===== src/rtl/m1m2_seq.sv =====
// Nonce-sweep sequencer driving the m1/m2 double-SHA256 control strobes.
// Optional hash counter enabled by defining M1M2_SEQ_HASH_COUNT_EN.
module m1m2_seq #(
    parameter int unsigned ROUNDS      = 64,
    parameter int unsigned WT_SW_ROUND = 16,
    parameter int unsigned CHECK_LAT   = 2
) (
    input  logic        clk_h,
    input  logic        rst_h,
    input  logic        start,
    input  logic        host_break,
    input  logic [31:0] nonce_start,
    input  logic [31:0] nonce_end,
    input  logic        m2_ticket2moon,
    output logic [31:0] m1_next_nonce,
    output logic        m1_wr_nonce,
    output logic        m1_abc_load,
    output logic        m1_abc_en,
    output logic        m1_wt_reg_en,
    output logic        m1_wt_sw,
    output logic [5:0]  m1_k_rom_address,
    output logic        m1_k_rom_clkh_en,
    output logic [3:0]  m2_header_ram_addr_a,
    output logic [3:0]  m2_header_ram_addr_b,
    output logic        m2_header_ram_wren,
    output logic        m2_abc_load,
    output logic        m2_abc_en,
    output logic        m2_wt_reg_en,
    output logic        m2_wt_sw,
    output logic [5:0]  m2_k_rom_address,
    output logic        m2_k_rom_clkh_en,
    output logic        m2_target_en_t0,
    output logic        catch_bits,
    output logic        busy,
    output logic        done,
    output logic        found,
    output logic [31:0] found_nonce,
    output logic [31:0] hash_count
);

    typedef enum logic [3:0] {
        S_IDLE, S_LOAD, S_M1_INIT, S_M1_RUN, S_M2_WB,
        S_M2_INIT, S_M2_RUN, S_CHECK, S_DONE
    } state_t;

    localparam logic [5:0] LAST_R    = 6'(ROUNDS - 1);
    localparam logic [6:0] WT_SW     = 7'(WT_SW_ROUND);
    localparam logic [5:0] CHK_LAST  = 6'(CHECK_LAT);

    state_t      state;
    logic [5:0]  cnt;
    logic [5:0]  nr;
    logic [31:0] cur;
    logic [31:0] end_q;
    logic        check_sample;

    assign nr            = cnt + 6'd1;
    assign m1_next_nonce = cur;
    assign check_sample  = (state == S_CHECK) && (cnt == CHK_LAST);

    // Outputs are registered from the state being entered, so each strobe
    // is visible in the same cycle the FSM occupies that state.
    always_ff @(posedge clk_h) begin
        m1_wr_nonce          <= 1'b0;
        m1_abc_load          <= 1'b0;
        m1_abc_en            <= 1'b0;
        m1_wt_reg_en         <= 1'b0;
        m1_wt_sw             <= 1'b0;
        m1_k_rom_address     <= '0;
        m1_k_rom_clkh_en     <= 1'b0;
        m2_header_ram_addr_a <= '0;
        m2_header_ram_addr_b <= '0;
        m2_header_ram_wren   <= 1'b0;
        m2_abc_load          <= 1'b0;
        m2_abc_en            <= 1'b0;
        m2_wt_reg_en         <= 1'b0;
        m2_wt_sw             <= 1'b0;
        m2_k_rom_address     <= '0;
        m2_k_rom_clkh_en     <= 1'b0;
        m2_target_en_t0      <= 1'b0;
        catch_bits           <= 1'b0;
        done                 <= 1'b0;
        if (rst_h) begin
            state       <= S_IDLE;
            cnt         <= '0;
            cur         <= '0;
            end_q       <= '0;
            busy        <= 1'b0;
            found       <= 1'b0;
            found_nonce <= '0;
        end else if (host_break) begin
            state <= S_IDLE;
            cnt   <= '0;
            busy  <= 1'b0;
        end else begin
            case (state)
                S_IDLE: if (start) begin
                    state       <= S_LOAD;
                    end_q       <= nonce_end;
                    cur         <= nonce_start;
                    found       <= 1'b0;
                    found_nonce <= '0;
                    busy        <= 1'b1;
                    m1_wr_nonce <= 1'b1;
                end
                S_LOAD: begin
                    state            <= S_M1_INIT;
                    m1_abc_load      <= 1'b1;
                    m1_k_rom_clkh_en <= 1'b1;
                end
                S_M1_INIT: begin
                    state            <= S_M1_RUN;
                    cnt              <= '0;
                    m1_abc_en        <= 1'b1;
                    m1_wt_reg_en     <= 1'b1;
                    m1_k_rom_clkh_en <= 1'b1;
                    m1_wt_sw         <= (WT_SW == 7'd0);
                end
                S_M1_RUN: if (cnt == LAST_R) begin
                    state                <= S_M2_WB;
                    cnt                  <= '0;
                    m2_header_ram_wren   <= 1'b1;
                    m2_header_ram_addr_b <= 4'd4;
                end else begin
                    cnt              <= nr;
                    m1_abc_en        <= 1'b1;
                    m1_wt_reg_en     <= 1'b1;
                    m1_k_rom_clkh_en <= 1'b1;
                    m1_k_rom_address <= nr;
                    m1_wt_sw         <= ({1'b0, nr} >= WT_SW);
                end
                S_M2_WB: if (cnt == 6'd3) begin
                    state            <= S_M2_INIT;
                    m2_abc_load      <= 1'b1;
                    m2_k_rom_clkh_en <= 1'b1;
                end else begin
                    cnt                  <= nr;
                    m2_header_ram_wren   <= 1'b1;
                    m2_header_ram_addr_a <= nr[3:0];
                    m2_header_ram_addr_b <= nr[3:0] + 4'd4;
                end
                S_M2_INIT: begin
                    state            <= S_M2_RUN;
                    cnt              <= '0;
                    m2_abc_en        <= 1'b1;
                    m2_wt_reg_en     <= 1'b1;
                    m2_k_rom_clkh_en <= 1'b1;
                    m2_wt_sw         <= (WT_SW == 7'd0);
                end
                S_M2_RUN: if (cnt == LAST_R) begin
                    state           <= S_CHECK;
                    cnt             <= '0;
                    m2_target_en_t0 <= 1'b1;
                    catch_bits      <= 1'b1;
                end else begin
                    cnt              <= nr;
                    m2_abc_en        <= 1'b1;
                    m2_wt_reg_en     <= 1'b1;
                    m2_k_rom_clkh_en <= 1'b1;
                    m2_k_rom_address <= nr;
                    m2_wt_sw         <= ({1'b0, nr} >= WT_SW);
                end
                S_CHECK: if (cnt == CHK_LAST) begin
                    cnt <= '0;
                    if (m2_ticket2moon) begin
                        state       <= S_DONE;
                        found       <= 1'b1;
                        found_nonce <= cur;
                        done        <= 1'b1;
                    end else if (cur == end_q) begin
                        state <= S_DONE;
                        done  <= 1'b1;
                    end else begin
                        state       <= S_LOAD;
                        cur         <= cur + 32'd1;
                        m1_wr_nonce <= 1'b1;
                    end
                end else begin
                    cnt        <= nr;
                    catch_bits <= 1'b1;
                end
                S_DONE: begin
                    state <= S_IDLE;
                    busy  <= 1'b0;
                end
                default: begin
                    state <= S_IDLE;
                    busy  <= 1'b0;
                end
            endcase
        end
    end

`ifdef M1M2_SEQ_HASH_COUNT_EN
    always_ff @(posedge clk_h) begin
        if (rst_h) begin
            hash_count <= '0;
        end else if (!host_break) begin
            if (state == S_IDLE && start) hash_count <= '0;
            else if (check_sample)        hash_count <= hash_count + 32'd1;
        end
    end
`else
    assign hash_count = '0;
`endif

endmodule


===== config.mk =====
export PLATFORM = sky130hd
export DESIGN_NAME = m1m2_seq
export DESIGN_NICKNAME = d
export VERILOG_FILES = /design/src/rtl/m1m2_seq.sv
export SDC_FILE = /design/constraint.sdc
export NUM_CORES = 1
export LEC_CHECK = 0
export CELL_PAD_IN_SITES_DETAIL_PLACEMENT = 2
export CELL_PAD_IN_SITES_GLOBAL_PLACEMENT = 2
export CORE_MARGIN = 2
export CORE_UTILIZATION = 29
export CTS_BUF_LIST = sky130_fd_sc_hd__clkbuf_2 sky130_fd_sc_hd__clkbuf_4 sky130_fd_sc_hd__clkbuf_8
export CTS_CLUSTER_DIAMETER = 60
export CTS_CLUSTER_SIZE = 14
export DETAILED_ROUTE_END_ITERATION = 12
export PLACE_DENSITY = 0.91
export SLEW_MARGIN = 20
export SYNTH_ARGS = -nofsm -noshare
export SYNTH_HDL_FRONTEND = slang
export SYNTH_SLANG_ARGS = --single-unit

===== constraint.sdc =====
create_clock -name clk_h -period 3.9 [get_ports clk_h]
set_input_delay 0.78 -clock clk_h [delete_from_list [all_inputs] [get_ports clk_h]]
set_output_delay 0.78 -clock clk_h [all_outputs]
set_load 0.005 [all_outputs]

==> metrics.md, run 1 <==
| Metric | Value |
|---|---|
| Status | `complete, no violations` |
| CP max stage cell | `dfxtp_1` |
| NetSw | `0.00103 W` |
| Hold path depth | `2` |
| Hold EP | `found_nonce[1]` |
| Post-DP HPWL | `18700 um` |
| CP startpoint kind | `flip-flop` |
| Placer Congestion | `0.826` |
| CTS resizes | `0` |
| Period utilization | `75.0%` |
| CTS root buf | `clkbuf_8` |
| Skew final | `0.0251 ns` |
| Complex-gate fraction of the synthesized area | `17.1%` |
| Multi-input combinational cell area | `3310 um^2` |
| Row Count | `54` |
| Fillers | `2469` |
| Share of cells above drive strength 1 | `7.17%` |
| Final Instance Area | `8740 um^2` |
| TritonCTS clock tree | `built` |
| I/O Buffers | `169` |
| Avg Vias per Cell | `5.34` |
| Internal reg-to-reg setup slack | `0.98 ns` |
| Die area | `23700 um^2` |
| Register Area | `2820 um^2` |
| Worst-path clk slew | `0.11 ns` |
| Worst Hold Class | `reg2reg` |
| Setup ws final | `0.976 ns` |
| First-pass GRT wire length | `41200 um` |
| Vias | `6704` |
| Commonest non-fill, non-tap cells in the layout | `clkdlybuf4s50_1 (168), nand2_1 (141), dfxtp_1 (141)` |
| Grt ovf | `0` |
| Cell Area, Synth | `6530 um^2` |
| Worst endpoint required time | `4.23 ns` |
| Part of the power in combinational logic | `13.9%` |
| Worst setup EP type | `flip-flop` |
| Number of enable-type register cells in the synthesized netlist | `0` |
| Worst vdd ir | `198 uV` |
| Drt first-iter violations | `468` |
| Unrepaired setup endpoints after global routing | `false` |
| Ranking of synthesized cells by area | `dfxtp_1 (43%), nand2_1 (8.1%), a21oi_1 (7.5%), nand3_1 (4.7%), xnor2_1 (4.6%)` |
| I/O pin cnt | `202` |
| Post-DR wirelength/cell | `21.4 um` |
| # hold bufs at CTS | `0` |
| Hold Fails Final Rpt | `0` |
| # setup viols final | `0` |
| Syn-to-layout area delta | `33.8%` |
| Worst hold start | `found_nonce[1]` |
| Synthesized instance count | `821` |
| DP Area | `8340 um^2` |
| XOR/XNOR Fraction of Synth Area | `4.96%` |
| Sw frac | `32.0%` |
| R2R Path End | `m1_next_nonce[6]` |
| Relative slew slack | `26.1%` |
| # Post-CTS Setup Buffers | `0` |
| Core Footprint | `22000 um^2` |
| DR DRC count | `0` |
| Sequential share of power | `48.6%` |
| Yosys cell types | `62` |
| CTS max path bufs | `2` |
| Arrival @ worst endpoint | `3.25 ns` |
| Seq cells post-synth | `141` |
| Worst stage delay on the critical path | `0.63 ns` |
| Yosys top cell by area | `dfxtp_1` |
| RR Startpoint | `m1_next_nonce[28]` |
| Cell-internal power | `0.00218 W` |
| R2r worst-path depth | `8` |
| Max Cap Violations | `0` |
| Commonest non-fill, non-tap cell in the layout | `clkdlybuf4s50_1` |
| Clk Latency, worst-skew pair | `0.48 ns` |
| Average cell area after synthesis | `7.96 um^2` |
| Mux cell area share after synthesis | `1.11%` |
| Starting Density | `29.8%` |
| H-tree Lvls | `4` |
| Global-route usage over all layers | `22.5%` |
| Total CTS buffers | `17` |
| Antenna Nets Post-Route | `0` |
| PwrDens | `367 nW/um^2` |
| Cell breakdown of the critical path | `xnor2_1, nand4_1, nor4_2, a211oi_4, a21oi_2, buf_4, mux2i_1, o32ai_1` |
| Simple-Gate Fraction of Synth Area | `24.7%` |
| Final setup TNS | `0 ns` |
| Number of global-route vias before repair | `7027` |
| Synth Area in Adders | `0.574%` |
| CTS Sinks | `141` |
| Layout Nets | `1035` |
| Worst Tran Pin Value | `1.11 ns` |
| Antenna diode count | `0` |
| Initial antenna violation count | `0` |
| Post-Route WL | `26800 um` |
| Total iterations of the first detailed-routing run | `5` |
| Fin crit period | `2.92 ns` |
| Die width | `154 um` |
| Setup CP Type | `reg2reg` |
| Crit-path max FO | `24` |
| Pins Over Slew Limit | `0` |
| Yosys warnings | `0` |
| Fmax | `342 MHz` |
| Fraction of registers with async set/reset | `0%` |
| Die Y | `154 um` |
| Leak pwr | `2.96 nW` |
| Predominant post-synthesis flop cell | `dfxtp_1` |
| Sequential area share after synthesis | `43.2%` |
| Largest net degree at the start of global routing | `91` |
| DP Worst Slack | `0.686 ns` |
| Top cell type's share of synthesized area | `43.2%` |
| Clock power frac | `37.5%` |
| Main combinational cell family by area after synthesis | `simple AND/OR/NAND/NOR gates` |
## metrics by stage
step / hold WS (ns) / utilization, % / instances / power [W]
after floorplan: 0.448 / - / 852 / 0.00180
after global placement: 0.439 / 38.0 / 1224 / 0.00201
after detailed placement: 0.447 / 38.0 / 1224 / 0.00202
after CTS: 0.461 / 39.8 / 1256 / 0.00323
after global routing: 0.467 / 39.8 / 1256 / 0.00334
final: 0.459 / 39.8 / 1256 / 0.00321
## power by group through the flow
stage                     logic [W]  clock network [W]  registers, W
after floorplan            0.000240                  0       0.00156
after global placement     0.000421                  0       0.00158
after detailed placement   0.000435                  0       0.00159
after CTS                  0.000442            0.00123       0.00156
after global routing       0.000476            0.00130       0.00156
final                      0.000445            0.00120       0.00156
## Yosys cell counts (all sizes together), types with 6 or more instances
cell	instances
o21ai	19
buf	49
nor3	19
o31ai	11
o2111ai	6
and3	11
nand4	16
nand3	61
nor2	53
nand2b	7
dfxtp	141
xnor2	34
nand2	141
o22ai	6
or2	7
nor4	11
o211ai	7
a21oi	99
inv	6
clkbuf	48
## sequential cells by signal (all words and copies together) (netlist names), 4 cells and up
register / flops
end_q: 32
found_nonce: 32
m1_next_nonce: 32
cnt: 6
m1_k_rom_address: 6
m2_k_rom_address: 6
m2_header_ram_addr_a: 4
m2_header_ram_addr_b: 4
state: 4
## area by class of cell
cell class,count,area share [%]
tap,280,4.01
sequential,141,32.3
clock buffer,17,2.68
clock inverter,15,1.89
multi-input combinational,607,37.8
inverter,7,0.301
timing repair buffer,189,21.0
## worst max path at each step
stage               depth (start not counted)  slack (ns)               from                 to
floorplan                                   7        1.69              start  m1_next_nonce[12]
global placement                            7        0.78              start   m1_next_nonce[0]
detailed placement                          7        0.69              start   m1_next_nonce[0]
CTS                                         8        1.02   m1_next_nonce[5]   m1_next_nonce[6]
global route                                6        0.84           state[3]  m1_next_nonce[21]
finish                                      8        0.98  m1_next_nonce[28]   m1_next_nonce[6]
## critical path: cells and delay by family (launching register included)
family	cells	cell delay (ns)
DFF	1	0.63
AOI/OAI and AO/OA	3	0.65
and+or+nand+nor	2	0.65
muxes	1	0.26
xor gates and xnor gates	1	0.20
buffers and inverters	1	0.38
## kinds of logic after synthesis
family,after synthesis
simple gates,345
compound gates,183
flops,141
buf+inv,104
xor+xnor,37
mux,7
fa+ha+maj,3
other cells,1
## per-layer routing
metal	vias up	GRT usage [%]	part of all wire (%)
li1	3082	-	-
met4	0	7.34	2.3
met3	39	4.65	5.7
met5	-	0	0
met2	249	37.3	48
met1	3334	29.3	44
Note: power is estimated with default switching activity, not from simulation.
==> run 2, diff against run 1 <==
- CORE_UTILIZATION: 29 -> 24
- PLACE_DENSITY: 0.91 -> 0.81
- clock period: 3.9 -> 2.6 ns (I/O delays scaled with it)
==> metrics.md, run 2 (same netlist as run 1, synthesis figures left out) <==
| Metric | Value |
|---|---|
| Worst Tran Pin Value | `0.525 ns (-0.583 ns)` |
| Commonest non-fill, non-tap cells in the layout | `clkdlybuf4s50_1 (168), nand2_1 (141), dfxtp_1 (141)` |
| Status | `complete, no violations` |
| Layout Nets | `1079 (+4.3%)` |
| Worst setup EP type | `flip-flop` |
| Leak pwr | `3.23 nW (+9.1%)` |
| Post-DP HPWL | `20000 um (+7.0%)` |
| Clock power frac | `40.4% (+2.9 points)` |
| Avg Vias per Cell | `4.97 (-6.8%)` |
| Number of global-route vias before repair | `7104 (+1.1%)` |
| Sw frac | `30.1% (-1.9 points)` |
| R2R Path End | `m1_next_nonce[31]` |
| PwrDens | `555 nW/um^2 (+51%)` |
| Fmax | `408 MHz (+19%)` |
| Die width | `169 um (+9.7%)` |
| R2r worst-path depth | `7 (-1)` |
| Global-route usage over all layers | `19.5% (-3.1 points)` |
| Crit-path max FO | `7 (-71%)` |
| CTS Sinks | `141 (unchanged)` |
| CP startpoint kind | `flip-flop` |
| Cell-internal power | `0.00359 W (+65%)` |
| Syn-to-layout area delta | `41.8%` |
| CTS root buf | `clkbuf_8` |
| Sequential share of power | `45.4% (-3.2 points)` |
| Worst Hold Class | `reg2reg` |
| Fin crit period | `2.45 ns (-0.472 ns)` |
| Hold EP | `found_nonce[21]` |
| Setup ws final | `0.149 ns (-0.828 ns)` |
| Hold Fails Final Rpt | `0 (unchanged)` |
| Antenna Nets Post-Route | `0 (unchanged)` |
| # hold bufs at CTS | `0 (unchanged)` |
| Commonest non-fill, non-tap cell in the layout | `clkdlybuf4s50_1` |
| Post-Route WL | `27600 um (+2.9%)` |
| Post-DR wirelength/cell | `20.3 um (-5.1%)` |
| Clk Latency, worst-skew pair | `0.47 ns (about the same)` |
| I/O pin cnt | `202 (unchanged)` |
| Worst hold start | `found_nonce[21]` |
| Final setup TNS | `0 ns (unchanged)` |
| # setup viols final | `0 (unchanged)` |
| CTS max path bufs | `2 (unchanged)` |
| Worst-path clk slew | `0.09 ns (-0.02 ns)` |
| Die area | `28600 um^2 (+20%)` |
| Total placed cells including tap cells | `1329 (+8.6%)` |
| Relative slew slack | `64.8% (+39 points)` |
| Setup CP Type | `reg2reg` |
| Layout Cells excl Fill | `1361 (+8.4%)` |
| Unrepaired setup endpoints after global routing | `false` |
| DR DRC count | `0 (unchanged)` |
| I/O Buffers | `169 (unchanged)` |
| First-pass GRT wire length | `42600 um (+3.2%)` |
| TritonCTS clock tree | `built` |
| Placer Congestion | `0.842 (+1.9%)` |
| Row Count | `60 (+11%)` |
| Pins Over Slew Limit | `0 (unchanged)` |
| Arrival @ worst endpoint | `2.79 ns (-0.46 ns)` |
| Die Y | `169 um (+9.7%)` |
| Antenna diode count | `0 (unchanged)` |
| Max Cap Violations | `0 (unchanged)` |
| H-tree Lvls | `4 (unchanged)` |
| Vias | `6770 (+0.98%)` |
| Worst vdd ir | `238 uV (+20%)` |
| Period utilization | `94.3% (+19 points)` |
| Total CTS buffers | `17 (unchanged)` |
| Starting Density | `24.3% (-5.4 points)` |
| Grt ovf | `0 (unchanged)` |
| Initial antenna violation count | `0 (unchanged)` |
| Total iterations of the first detailed-routing run | `5 (unchanged)` |
| Part of the power in combinational logic | `14.2% (+0.3 points)` |
| Internal reg-to-reg setup slack | `0.15 ns (-0.83 ns)` |
| Share of cells above drive strength 1 | `11.2% (+4.0 points)` |
| RR Startpoint | `m1_next_nonce[10]` |
| Hold path depth | `2 (unchanged)` |
| CTS resizes | `0 (unchanged)` |
| Core Footprint | `26900 um^2 (+22%)` |
| NetSw | `0.00155 W (+51%)` |
| Drt first-iter violations | `414 (-12%)` |
| DP Worst Slack | `0.0408 ns (-0.645 ns)` |
| Worst Setup SP | `m1_next_nonce[10]` |
| Skew final | `0.0211 ns (-0.00399 ns)` |
| # Post-CTS Setup Buffers | `0 (unchanged)` |
| Worst endpoint required time | `2.94 ns (-1.29 ns)` |
| Largest net degree at the start of global routing | `91 (unchanged)` |
-- run 2: cell types whose count changed in the layout (fill, tap and decap cells not counted), sizes merged --
cell    change
buf        +44
bufinv      +3
clkinv      -3
-- run 2: worst max-delay path by stage --
| stage | endpoint | depth (start not counted) |
|---|---|---|
| global placement | m1_next_nonce[21] | 8 |
| floorplan | m1_next_nonce[7] | 9 |
| global route | m1_next_nonce[27] | 9 |
| finish | m1_next_nonce[31] | 7 |
| detailed placement | m1_next_nonce[21] | 8 |
| CTS | m1_next_nonce[27] | 9 |
-- run 2: final cells by class --
class,count,area [um^2]
multi-input cells,607,3310
inverters,7,26.3
flip-flops and latches,141,2820
repair buffers,233,2230
well taps,341,427
clock inverters,15,215
clock buffers,17,234
fillers,3094,17600
-- run 2: power groups by stage --
stage	logic, W	registers [W]	clock network [W]
finish	0.000728	0.00233	0.00208
global route	0.000790	0.00234	0.00223
CTS	0.000730	0.00233	0.00213
detailed placement	0.000716	0.00238	0
global placement	0.000701	0.00238	0
floorplan	0.000360	0.00234	0
-- run 2: critical path, stage by stage (launching register included) --
cell     delay [ns]
dfxtp_1        0.58
and3_1         0.28
and4_1         0.29
and3_1         0.35
nand2_1        0.26
nor2_1         0.20
and4_1         0.27
o22ai_1        0.09
-- run 2: routing by layer --
layer | track usage, % | share of wire (%) | up-vias
met5 | 0 | 0 | -
met1 | 26.2 | 46 | 3343
met3 | 3.13 | 5.0 | 39
li1 | - | - | 3176
met2 | 31.8 | 47 | 212
met4 | 6.43 | 2.3 | 0
-- run 2: through the flow --
step,util [%],hold slack [ns],power (W),instance area [um^2]
after floorplan,-,0.448,0.00270,6650
after global placement,32.8,0.438,0.00308,8810
after detailed placement,32.8,0.446,0.00309,8810
after CTS,34.5,0.460,0.00519,9260
after global routing,34.5,0.469,0.00536,9260
final,34.5,0.457,0.00514,9260
==> run 3, diff against run 2 <==
--- a/config.mk
+++ b/config.mk
@@ -9,3 +9,3 @@
 export CELL_PAD_IN_SITES_GLOBAL_PLACEMENT = 2
-export CORE_MARGIN = 2
+export CORE_MARGIN = 4
 export CORE_UTILIZATION = 24
@@ -16,2 +16,3 @@
 export PLACE_DENSITY = 0.81
+export RECOVER_POWER = 25
 export SLEW_MARGIN = 20
==> constraint.sdc (replaced) <==
create_clock -name clk_h -period 2.6 [get_ports clk_h]
set_input_delay 0.26 -clock clk_h [delete_from_list [all_inputs] [get_ports clk_h]]
set_output_delay 0.26 -clock clk_h [all_outputs]
set_load 0.005 [all_outputs]
==> metrics.md, run 3 (same netlist as run 1, synthesis figures left out) <==
| Metric | Value |
|---|---|
| Worst setup EP type | `flip-flop` |
| Relative slew slack | `61.2% (-3.5 points)` |
| Fmax | `419 MHz (+2.6%)` |
| R2R Path End | `m1_next_nonce[9]` |
| Internal reg-to-reg setup slack | `0.21 ns (+0.06 ns)` |
| Unrepaired setup endpoints after global routing | `false` |
| Number of global-route vias before repair | `7163 (+0.83%)` |
| Drt first-iter violations | `438 (+5.8%)` |
| Initial antenna violation count | `2 (+2)` |
| Leak pwr | `3.42 nW (+5.9%)` |
| Commonest non-fill, non-tap cells in the layout | `nand2_1 (141), dfxtp_1 (138), clkdlybuf4s50_1 (112)` |
| Avg Vias per Cell | `4.97 (-0.16%)` |
| DR DRC count | `0 (unchanged)` |
| H-tree Lvls | `4 (unchanged)` |
| Die Y | `173 um (+2.4%)` |
| Final setup TNS | `0 ns (unchanged)` |
| Worst Hold Class | `in2reg` |
| Total iterations of the first detailed-routing run | `5 (unchanged)` |
| Commonest non-fill, non-tap cell in the layout | `nand2_1` |
| Fin crit period | `2.39 ns (-0.0624 ns)` |
| First-pass GRT wire length | `42800 um (+0.47%)` |
| Pins Over Slew Limit | `0 (unchanged)` |
| Layout Nets | `1080 (+0.093%)` |
| Worst Tran Pin Value | `0.578 ns (+0.0528 ns)` |
| Total CTS buffers | `17 (unchanged)` |
| Global-route usage over all layers | `18.1% (-1.4 points)` |
| Worst endpoint required time | `2.96 ns (+0.02 ns)` |
| Arrival @ worst endpoint | `2.75 ns (-0.04 ns)` |
| Post-DP HPWL | `20500 um (+2.6%)` |
| Largest net degree at the start of global routing | `92 (+1.1%)` |
| Max Cap Violations | `0 (unchanged)` |
| Period utilization | `91.9% (-2.4 points)` |
| # setup viols final | `0 (unchanged)` |
| Worst-path clk slew | `0.10 ns (about the same)` |
| Setup CP Type | `reg2reg` |
| Skew final | `0.0257 ns (+0.00453 ns)` |
| TritonCTS clock tree | `built` |
| Worst vdd ir | `255 uV (+7.0%)` |
| CP startpoint kind | `flip-flop` |
| Clk Latency, worst-skew pair | `0.47 ns (about the same)` |
| Starting Density | `24.3% (unchanged)` |
| Vias | `6769 (-0.015%)` |
| Post-Route WL | `27900 um (+1.2%)` |
| R2r worst-path depth | `10 (+3)` |
| Hold Fails Final Rpt | `0 (unchanged)` |
| Die width | `173 um (+2.4%)` |
| Row Count | `60 (unchanged)` |
| # hold bufs at CTS | `0 (unchanged)` |
| Antenna Nets Post-Route | `0 (unchanged)` |
| Core Footprint | `26900 um^2 (unchanged)` |
| RR Startpoint | `m1_next_nonce[5]` |
| Placer Congestion | `0.841 (-0.11%)` |
| Syn-to-layout area delta | `41.8% (about the same)` |
| # Post-CTS Setup Buffers | `0 (unchanged)` |
| Share of cells above drive strength 1 | `11.4% (+0.18 points)` |
| Post-DR wirelength/cell | `20.5 um (+1.0%)` |
| CTS Sinks | `141 (unchanged)` |
| CTS root buf | `clkbuf_8` |
| PwrDens | `556 nW/um^2 (+0.13%)` |
| CTS resizes | `0 (unchanged)` |
| CTS max path bufs | `2 (unchanged)` |
| Crit-path max FO | `8 (+1)` |
| Die area | `29900 um^2 (+4.8%)` |
| I/O pin cnt | `202 (unchanged)` |
| Setup ws final | `0.211 ns (+0.0624 ns)` |
| Hold path depth | `4 (+2)` |
| Status | `complete, no violations` |
| I/O Buffers | `169 (unchanged)` |
| Fillers | `3050 (-1.4%)` |
| Hold EP | `m1_wt_reg_en` |
| Worst hold start | `rst_h` |
| Grt ovf | `0 (unchanged)` |
| DP Worst Slack | `0.105 ns (+0.0640 ns)` |
==> run 3: layout make-up <==
class | count | area, um^2 | area share [%]
multi-input combinational | 607 | 3310 | 35.7
sequential | 141 | 2830 | 30.5
timing repair buffer | 234 | 2220 | 24.0
tap | 341 | 427 | 4.61
clock buffer | 17 | 234 | 2.53
clock inverter | 15 | 219 | 2.36
inverter | 7 | 26.3 | 0.284
antenna | 1 | 2.50 | 0.0270
==> run 3: how the worst max path moves through the flow <==
stage                      startpoint                 to  slack (ns)  depth (start not counted)
CTS                  m1_next_nonce[1]   m1_next_nonce[9]        0.14                         10
detailed placement              start   m1_next_nonce[9]        0.10                          9
finish               m1_next_nonce[5]   m1_next_nonce[9]        0.21                         10
floorplan           m1_next_nonce[25]   m1_next_nonce[7]        0.49                          9
global placement                start  m1_next_nonce[12]        0.20                          9
global route        m1_next_nonce[14]  m1_next_nonce[14]        0.05                          9
==> run 3: stage by stage <==
step	cell area (um^2)	cells	power [W]	hold WS, ns	utilization [%]
3_5_place_dp	8810	1330	0.00310	0.453	32.8
4_1_cts	9260	1362	0.00521	0.219	34.5
6_report	9260	1363	0.00515	0.232	34.5
2_1_floorplan	6650	852	0.00270	0.396	-
5_1_grt	9260	1363	0.00536	0.267	34.5
3_3_place_gp	8810	1330	0.00309	0.439	32.8
==> run 3: critical path: stages, from the launching register on <==
cell and delay (ns):
dfxtp_1 0.44, xnor2_1 0.19, nand4_1 0.16, nor4_2 0.36
buf_4 0.20, a211oi_4 0.07, buf_4 0.15, nand2_1 0.24
buf_4 0.23, o2111ai_1 0.13, o31ai_1 0.12
==> run 3: routing by layer <==
metal	GRT usage, %	part of all wire [%]	vias to the layer above
li1	-	-	3170
met3	3.61	4.9	25
met2	30.1	47	212
met1	24.1	46	3360
met5	0	0.039	-
met4	4.29	1.4	2
==> run 3: where the power goes <==
| part | switching [W] | leakage (nW) | total, W | internal [W] |
|---|---|---|---|---|
| logic | 0.000390 | 2.05 | 0.000752 | 0.000362 |
| clock network | 0.00108 | 0.225 | 0.00208 | 0.00101 |
| registers | 0.0000864 | 1.15 | 0.00231 | 0.00223 |
